[src/rtl/ltl_report_arbiter_if.sv]
// Report stream between the arbiter's output FIFO and the report/interrupt
// logic. The producer presents the head entry and the consumer acknowledges it.
interface ltl_report_arbiter_if #(
  parameter int IDX_W = 6,
  parameter int CNT_W = 32
);
  logic             rpt_valid;
  logic             rpt_ready;
  logic [IDX_W-1:0] rpt_id;
  logic [CNT_W-1:0] rpt_cycle;

  modport master (output rpt_valid, rpt_id, rpt_cycle, input rpt_ready);
  modport slave  (input rpt_valid, rpt_id, rpt_cycle, output rpt_ready);
endinterface

[src/rtl/ltl_report_arbiter.sv]
// Serialises the report wires of one monitor stage into a stream of
// {report index, symbol stamp} entries. A multi-report symbol is captured
// once, then drained lowest index first at one entry per cycle. hold stops
// the feeder while a drain is in progress or the FIFO is nearly full.
module ltl_report_arbiter #(
  parameter int NUM_REPORTS = 40,
  parameter int IDX_W       = 6,
  parameter int CNT_W       = 32,
  parameter int FIFO_DEPTH  = 8
) (
  input  logic                   clk,
  input  logic                   reset,
  input  logic                   run,
  input  logic [NUM_REPORTS-1:0] report_in,
  input  logic                   clr_overflow,
  output logic                   hold,
  output logic                   overflow,
  output logic [CNT_W-1:0]       sym_cnt,
  ltl_report_arbiter_if.master   rpt
);

  localparam int PTR_W = (FIFO_DEPTH > 1) ? $clog2(FIFO_DEPTH) : 1;
  localparam int FCW   = $clog2(FIFO_DEPTH) + 1;
  localparam int ENT_W = IDX_W + CNT_W;

  typedef enum logic {IDLE, DRAIN} state_t;

  state_t                 state_q, state_d;
  logic [NUM_REPORTS-1:0] pend_q, pend_d;
  logic [NUM_REPORTS-1:0] low_bit;
  logic [IDX_W-1:0]       low_idx;
  logic [CNT_W-1:0]       stamp_q;
  logic [CNT_W-1:0]       cnt_q;
  logic                   ovf_q;
  logic [ENT_W-1:0]       mem [FIFO_DEPTH];
  logic [PTR_W-1:0]       wr_ptr, rd_ptr;
  logic [FCW-1:0]         fcount;
  logic                   push, pop, push_ok, capture;
  logic [IDX_W-1:0]       head_id;
  logic [CNT_W-1:0]       head_cycle;

  // Index of the lowest set bit; only called with a nonzero vector in DRAIN.
  function automatic logic [IDX_W-1:0] lowest_idx(input logic [NUM_REPORTS-1:0] v);
    lowest_idx = '0;
    for (int i = NUM_REPORTS - 1; i >= 0; i--) begin
      if (v[i]) lowest_idx = IDX_W'(i);
    end
  endfunction

  // Isolate the lowest pending bit so it can be cleared without a decoder.
  assign low_bit = pend_q & (~pend_q + NUM_REPORTS'(1));
  assign low_idx = lowest_idx(pend_q);

  assign pop     = (fcount != '0) && rpt.rpt_ready;
  assign push_ok = (fcount < FCW'(FIFO_DEPTH)) || pop;

  // Decoded from registered state only, so the feeder sees no input-to-output path.
  assign hold = (state_q == DRAIN) || (fcount >= FCW'(FIFO_DEPTH - 1));

  // Next-state and drain control.
  always_comb begin
    state_d = state_q;
    pend_d  = pend_q;
    push    = 1'b0;
    capture = 1'b0;
    case (state_q)
      IDLE: begin
        // A report arriving while hold is up is a protocol violation and is dropped.
        if (run && (|report_in) && !hold) begin
          capture = 1'b1;
          pend_d  = report_in;
          state_d = DRAIN;
        end
      end
      DRAIN: begin
        if (push_ok) begin
          push   = 1'b1;
          pend_d = pend_q & ~low_bit;
          if ((pend_q & ~low_bit) == '0) state_d = IDLE;
        end
      end
      default: state_d = IDLE;
    endcase
  end

  // Control state: FSM, pending mask, FIFO pointers, counters and sticky flag.
  always_ff @(posedge clk) begin
    if (reset) begin
      state_q <= IDLE;
      pend_q  <= '0;
      wr_ptr  <= '0;
      rd_ptr  <= '0;
      fcount  <= '0;
      cnt_q   <= '0;
      ovf_q   <= 1'b0;
    end else begin
      state_q <= state_d;
      pend_q  <= pend_d;
      if (push) wr_ptr <= wr_ptr + PTR_W'(1);
      if (pop)  rd_ptr <= rd_ptr + PTR_W'(1);
      case ({push, pop})
        2'b10:   fcount <= fcount + FCW'(1);
        2'b01:   fcount <= fcount - FCW'(1);
        default: fcount <= fcount;
      endcase
      if (run) cnt_q <= cnt_q + CNT_W'(1);
      // Set takes priority over a clear in the same cycle.
      if (run && hold && (|report_in)) ovf_q <= 1'b1;
      else if (clr_overflow)           ovf_q <= 1'b0;
    end
  end

  // Datapath storage: capture stamp and FIFO entries; contents are don't-care until valid.
  always_ff @(posedge clk) begin
    if (capture) stamp_q <= cnt_q;
    if (push)    mem[wr_ptr] <= {low_idx, stamp_q};
  end

  assign {head_id, head_cycle} = mem[rd_ptr];

  // Head fields read as zero when empty so outputs are defined straight out of reset.
  assign rpt.rpt_valid = (fcount != '0);
  assign rpt.rpt_id    = rpt.rpt_valid ? head_id    : '0;
  assign rpt.rpt_cycle = rpt.rpt_valid ? head_cycle : '0;
  assign overflow      = ovf_q;
  assign sym_cnt       = cnt_q;

endmodule

[src/flat_wrapper.sv]
// flat-port wrapper written by rule: the top's interface ports become plain ports
module ltl_report_arbiter_flat 
#(
  parameter int NUM_REPORTS = 40,
  parameter int IDX_W       = 6,
  parameter int CNT_W       = 32,
  parameter int FIFO_DEPTH  = 8
)
  (clk, reset, run, report_in, clr_overflow, hold, overflow, sym_cnt, rpt_rpt_valid, rpt_rpt_id, rpt_rpt_cycle, rpt_rpt_ready);
  ltl_report_arbiter_if #(.IDX_W(IDX_W), .CNT_W(CNT_W)) rpt_i ();
  input  logic clk;
  input  logic reset;
  input  logic run;
  input  logic [NUM_REPORTS-1:0] report_in;
  input  logic clr_overflow;
  output logic hold;
  output logic overflow;
  output logic [CNT_W-1:0] sym_cnt;
  output wire logic [$bits(rpt_i.rpt_valid)-1:0] rpt_rpt_valid;
  output wire logic [$bits(rpt_i.rpt_id)-1:0] rpt_rpt_id;
  output wire logic [$bits(rpt_i.rpt_cycle)-1:0] rpt_rpt_cycle;
  input wire logic [$bits(rpt_i.rpt_ready)-1:0] rpt_rpt_ready;
  assign rpt_rpt_valid = rpt_i.rpt_valid;
  assign rpt_rpt_id = rpt_i.rpt_id;
  assign rpt_rpt_cycle = rpt_i.rpt_cycle;
  assign rpt_i.rpt_ready = rpt_rpt_ready;
  ltl_report_arbiter #(.NUM_REPORTS(NUM_REPORTS), .IDX_W(IDX_W), .CNT_W(CNT_W), .FIFO_DEPTH(FIFO_DEPTH)) u_core (.clk(clk), .reset(reset), .run(run), .report_in(report_in), .clr_overflow(clr_overflow), .hold(hold), .overflow(overflow), .sym_cnt(sym_cnt), .rpt(rpt_i));
endmodule
[config.mk]
export PLATFORM = sky130hd
export DESIGN_NAME = ltl_report_arbiter_flat
export DESIGN_NICKNAME = d
export VERILOG_FILES = /design/src/rtl/ltl_report_arbiter_if.sv /design/src/rtl/ltl_report_arbiter.sv /design/src/flat_wrapper.sv
export SDC_FILE = /design/constraint.sdc
export NUM_CORES = 1
export LEC_CHECK = 0
export ABC_AREA = 1
export BUFFER_PORTS_ARGS = -buffer_cell sky130_fd_sc_hd__buf_2
export CAP_MARGIN = 20
export CORE_ASPECT_RATIO = 0.8
export CORE_MARGIN = 5
export CORE_UTILIZATION = 60
export DETAILED_ROUTE_END_ITERATION = 10
export GPL_TIMING_DRIVEN = 0
export PLACE_DENSITY_LB_ADDON = 0.3
export SLEW_MARGIN = 30
export SYNTH_ARGS = -nofsm -noshare
export SYNTH_HDL_FRONTEND = slang
export SYNTH_SLANG_ARGS = --single-unit
[constraint.sdc]
create_clock -name clk -period 6.44 [get_ports clk]
set_input_delay 0.966 -clock clk [delete_from_list [all_inputs] [get_ports clk]]
set_output_delay 0.966 -clock clk [all_outputs]
set_load 0.05 [all_outputs]
**Yosys cells after proc, flatten, opt, wreduce, memory -nomap -nowiden**

Memories as Yosys holds them, arrays and structs flattened. A register that Yosys moved wholly into a read port is not among the register bits.
Cells that the tools add are included.

- $add $sub $neg: 6
- Reductions and logical operators: 14
- Equal/unequal tests: 4
- Bitwise operators: 5
- Muxes and demuxes: 59
- Order comparisons: 2

Operator list:

| cell | count |
|---|---|
| $mux 6 | 41 |
| $and 40x40->40 | 2 |
| $mux 40 | 2 |
| $not 40->40 | 2 |
| $pmux 40 s2 | 1 |
| $add 40x1->40 const B | 1 |
| $logic_not 40->1 | 1 |
| $reduce_or 40->1 | 1 |
| $add 32x1->32 const B | 1 |
| $mux 32 | 1 |
| $mux 1 | 10 |
| $pmux 4 s2 | 1 |
| $add 3x1->3 const B | 2 |
| $mux 3 | 2 |
| $logic_and 1x1->1 | 5 |
| $add 4x1->4 const B | 1 |
| $ge 4x3->1 const B | 1 |
| $lt 4x4->1 const B | 1 |
| $reduce_bool 2->1 | 2 |
| $reduce_bool 4->1 | 1 |
| $sub 4x1->4 const B | 1 |
| $eq 2x1->1 const B | 1 |
| $eq 2x2->1 const B | 1 |
| $logic_or 1x1->1 | 2 |
| other kinds (6) | 6 |

- Memories kept: 1
- Bits in registers: 116
- Bits in writable memories: 304
- Output and inout port bits: 73

Memory list:

| memory | words | bits a word | read ports | clocked after Yosys merged registers in | wr ports | RTL line | source |
|---|---|---|---|---|---|---|---|
| u_core.mem | 8 | 38 | 1 | 1 | 1 | ltl_report_arbiter.sv:35 | `logic [ENT_W-1:0] mem [FIFO_DEPTH];` |

**Longest topological paths before layout**

- Word-level depth: 40
- Mapped depth: 39

**Worst setup path after synthesis**

Ideal clock, no wire load.

- Kind: input -> register
- Start point: in rpt_rpt_ready
- End point: mem u_core.mem[1][0] (netlist name), enable pin
- Cell stages on the path: 8
- Path buffers: 0
- Setup slack: 2.699 ns
- Arrival time: 3.308 ns
- Path through: nand2_1 > clkinv_1 > nor2_1 > nor2_1 > inv_1 > nor2_1 > inv_1 > nor2_1

- Word-level cells in the longest chain between the ends: 6

Ends and longest elaborated chain:

| what | RTL line | source |
|---|---|---|
| start: declaration | flat_wrapper.sv:22 | `input wire logic [$bits(rpt_i.rpt_ready)-1:0] rpt_rpt_ready;` |
| $logic_and 1x1->1 | ltl_report_arbiter.sv:54 | `assign pop = (fcount != '0) && rpt.rpt_ready;` |
| via u_core.pop | ltl_report_arbiter.sv:38 | `logic push, pop, push_ok, capture;` |
| $logic_or 1x1->1 | ltl_report_arbiter.sv:55 | `assign push_ok = (fcount < FCW'(FIFO_DEPTH)) \|\| pop;` |
| $mux 1 | ltl_report_arbiter.sv:76 | `if (push_ok) begin` |
| $mux 1 | ltl_report_arbiter.sv:66 | `case (state_q)` |
| $mux 1 | ltl_report_arbiter.sv:116 | `if (push) mem[wr_ptr] <= {low_idx, stamp_q};` |
| $mux 1 (implied by the code) | ltl_report_arbiter.sv:116 |  |
| end: declaration | ltl_report_arbiter.sv:35 |  |

The timed path passes the listed nets, and every way through them passes these cells.

==> summary.txt <==
==================================================================================================
Result of the run ................................................................... finished clean
Fraction of final layout cells with drive strength greater than 1 ...................        0.124
# fillers ...........................................................................         2048
Relative slew margins ...............................................................        0.290
Vias post-DR ........................................................................        13948
Insertion delay of the later-clocked pin in the worst-skew pair .....................      0.55 ns
Maximum number of pins on one net before global-route repair ........................           21
Core Area ...........................................................................  29100 sq um
Number of violations of the max-capacitance limit ...................................            0
Final GP Congestion .................................................................        0.956
Quantity of gates resized following cts .............................................            0
H-tree lvl count ....................................................................            2
Full die area .......................................................................  33000 sq um
Distinct cell type count of the synthesized netlist .................................           44
Number of buffers added by the clock tree synthesis step ............................           40
Post-detailed-route via-to-cell ratio ...............................................         6.17
Hold Buf Count CTS ..................................................................            0
First DRT Iteration DRCs ............................................................         1747
Worst setup timing slack at the placement stage .....................................      2.36 ns
Startpoint types ....................................................................         flop
Post-Syn Nets .......................................................................         1727
Number of flops mapped to enable cells by yosys .....................................          336
Largest buffer count on any clock path ..............................................            3
Total standard cell area after synthesis ............................................  17700 sq um
CP arrival ..........................................................................      3.83 ns
Area grow syn2layout ................................................................        16.4%
Kind of critical path ............................................................... flop to output port
Die height ..........................................................................       163 um
Proportion of synthesized flip-flops having asynchronous set or reset ...............            0
Setup violations, final .............................................................            0
Count of boundary I/O pins ..........................................................          118
Met3 WL .............................................................................      5.67 mm
Met2 layer wire length in the routed design .........................................      23.0 mm
Final worst clock skew ..............................................................    0.0205 ns
R2R depth ...........................................................................           26
Clock period minus worst slack ......................................................      4.79 ns
Fin worst setup slack ...............................................................      1.65 ns
Initial antenna violation count .....................................................            0
CTS tree ............................................................................          yes
Number of nets in the layout ........................................................         1903
Worst-margin pin slew ...............................................................      1.07 ns
Port Buffer Count ...................................................................          116
Chip width ..........................................................................       202 um
End of the critical path ............................................................ rpt_rpt_cycle[1]
Count of standard-cell rows .........................................................           56
Detailed placement HPWL .............................................................      33.4 mm
Nature of the critical path endpoint ................................................  output port
Clock sink count ....................................................................          423
R2R Path End ........................................................................ u_core.state_q$_SDFF_PP0_
Post-synthesis instance total .......................................................         1675
Worst Hold Depth ....................................................................            2
Number of max-slew violations in the final report ...................................            0
Register-to-register setup slack ....................................................      2.89 ns
Root buf cell .......................................................................    clkbuf_16
Area share of the largest cell type after synthesis .................................        0.572
Start of the worst register-to-register path ........................................ u_core.pend_q[0]$_SDFFE_PP0P_
Total global routing track utilization ..............................................        0.302
Worst hold path type ................................................................ flop to flop
FF+latch count, synth ...............................................................          423
Routed WL ...........................................................................      50.0 mm
Leading cell types by count after synthesis ......................................... edfxtp_1 (336), nor2_1 (331), o21ai_0 (263), nand2_1 (152), inv_1 (111)
Worst vdd ir ........................................................................   0.000249 V
Number of buffers inserted to repair setup after CTS ................................            0
Via count of the first global-routing pass ..........................................        13444
Biggest fanout along the worst timing path ..........................................           10
Global route total overflow .........................................................            0
Max frequency .......................................................................      209 MHz
Largest area contributor in the netlist .............................................     edfxtp_1
Setup repair after global routing missed its margin .................................        false
Post-route setup TNS ................................................................         0 ns
Top FF cell, synth ..................................................................     edfxtp_1
Highest metal used ..................................................................         met4
Number of routed nets with antenna violations .......................................            0
Number of DRC violations after detailed routing .....................................            0
Per-cell routed wire length .........................................................      22.1 um
Leakage power total .................................................................      7.41 nW
Number of endpoints with negative hold slack in the final report ....................            0
Clock transition time at the flip-flop clock pins of the worst setup and hold paths .      0.06 ns
Required time at the endpoint of the critical path ..................................      5.47 ns
Pre-Repair DR Iteration Count .......................................................            7
Total power density per cell area ...................................................  448 nW/um^2
Met1 layer wirelength in the final routing ..........................................      19.7 mm
Synthesis Warnings ..................................................................            0
Starting density of the core ........................................................        0.606
Seq/Total Area, Yosys ...............................................................        0.670
Final cycle utilization of the critical path ........................................        0.744
Leading cell types by total area after synthesis .................................... edfxtp_1 (57%), dfxtp_1 (9.9%), o21ai_0 (7.5%), nor2_1 (7.0%), nand2_1 (3.2%)
Wire length of the first global-routing pass ........................................      76.8 mm
Cell with the most instances after synthesis ........................................     edfxtp_1
Mean post-synth cell area ...........................................................   10.5 sq um
==================================================================================================
[where the power goes]
group | internal (mW) | switching [mW]
registers | 3.30 | 0.190
clock network | 1.36 | 1.02
logic | 0.813 | 2.52
[area by class of cell]
| type | instances | area, sq um | share of cell area |
|---|---|---|---|
| Sequential cell | 423 | 11800 | 0.576 |
| Timing Repair Buffer | 134 | 1030 | 0.0499 |
| Clock buffer | 55 | 1170 | 0.0570 |
| Antenna cell | 2 | 5.00 | 0.000244 |
| Multi-Input combinational cell | 1044 | 5110 | 0.249 |
| Buffer | 86 | 323 | 0.0157 |
| Tap cell | 377 | 472 | 0.0230 |
| Clock inverter | 19 | 154 | 0.00749 |
| Inverter | 122 | 458 | 0.0223 |
[flip-flops by register name, summed over array words and instances, names as in the netlist, named ones only]
signal and flops:
u_core.overflow 1, u_core.pend_q 40, u_core.state_q 1, u_core.rd_ptr 3
u_core.wr_ptr 3, u_core.fcount 4, u_core.stamp_q 32, u_core.sym_cnt 32
u_core.mem 304
[logic make-up after synthesis]
family | synth area share
simple gates | 0.137
compound gates | 0.139
flops | 0.670
buf+inv | 0.0442
xor+xnor | 0.00347
fa+ha+maj | 0.00539
[worst min path at each step]
stage,from,endpoint,slack (ns)
global placement,u_core.overflow$_SDFFE_PP0P_,u_core.overflow$_SDFFE_PP0P_,0.45
detailed placement,u_core.rd_ptr[2]$_SDFFE_PP0P_,u_core.rd_ptr[2]$_SDFFE_PP0P_,0.46
global route,u_core.overflow$_SDFFE_PP0P_,u_core.overflow$_SDFFE_PP0P_,0.49
finish,u_core.overflow$_SDFFE_PP0P_,u_core.overflow$_SDFFE_PP0P_,0.48
CTS,u_core.rd_ptr[2]$_SDFFE_PP0P_,u_core.rd_ptr[2]$_SDFFE_PP0P_,0.47
floorplan,u_core.rd_ptr[2]$_SDFFE_PP0P_,flop,0.43
[cells in the final DEF (no fill, tap or decap), types with 19 or more instances in the layout]
| cell | instances |
|---|---|
| o22ai_1 | 38 |
| clkbuf_1 | 85 |
| nand2_1 | 152 |
| nor2_1 | 322 |
| edfxtp_1 | 336 |
| a21oi_1 | 83 |
| nand3_1 | 19 |
| a31oi_1 | 56 |
| nor3_1 | 19 |
| clkbuf_16 | 43 |
| inv_1 | 111 |
| buf_2 | 116 |
| dfxtp_1 | 87 |
| o21ai_0 | 263 |
[worst max-delay path, cell delays in order (launching register included)]
cell,delay (ns)
dfxtp_1,0.29
clkbuf_1,0.28
inv_1,0.41
clkbuf_1,0.59
clkbuf_1,0.52
o21ai_0,0.18
o22ai_1,0.18
o21ai_0,0.11
a31oi_1,0.38
buf_2,0.35
[per-layer routing]
| layer | track usage | vias up |
|---|---|---|
| met5 | 0 | - |
| met4 | 0.107 | 0 |
| met2 | 0.478 | 923 |
| met1 | 0.424 | 6608 |
| met3 | 0.0595 | 132 |
| li1 | - | 6285 |
[stage by stage]
stage | cells | hold slack [ns] | power [mW] | instance area, sq um | utilization
6_report | 2262 | 0.481 | 9.20 | 20500 | 0.705
5_1_grt | 2260 | 0.493 | 9.61 | 20500 | 0.705
4_1_cts | 2260 | 0.474 | 9.15 | 20500 | 0.705
3_5_place_dp | 2186 | 0.462 | 6.80 | 19200 | 0.659
3_3_place_gp | 2168 | 0.450 | 6.66 | 18700 | 0.642
2_1_floorplan | 1675 | 0.433 | 5.73 | 17700 | -
No activity file was read; power rests on OpenSTA's default activity.
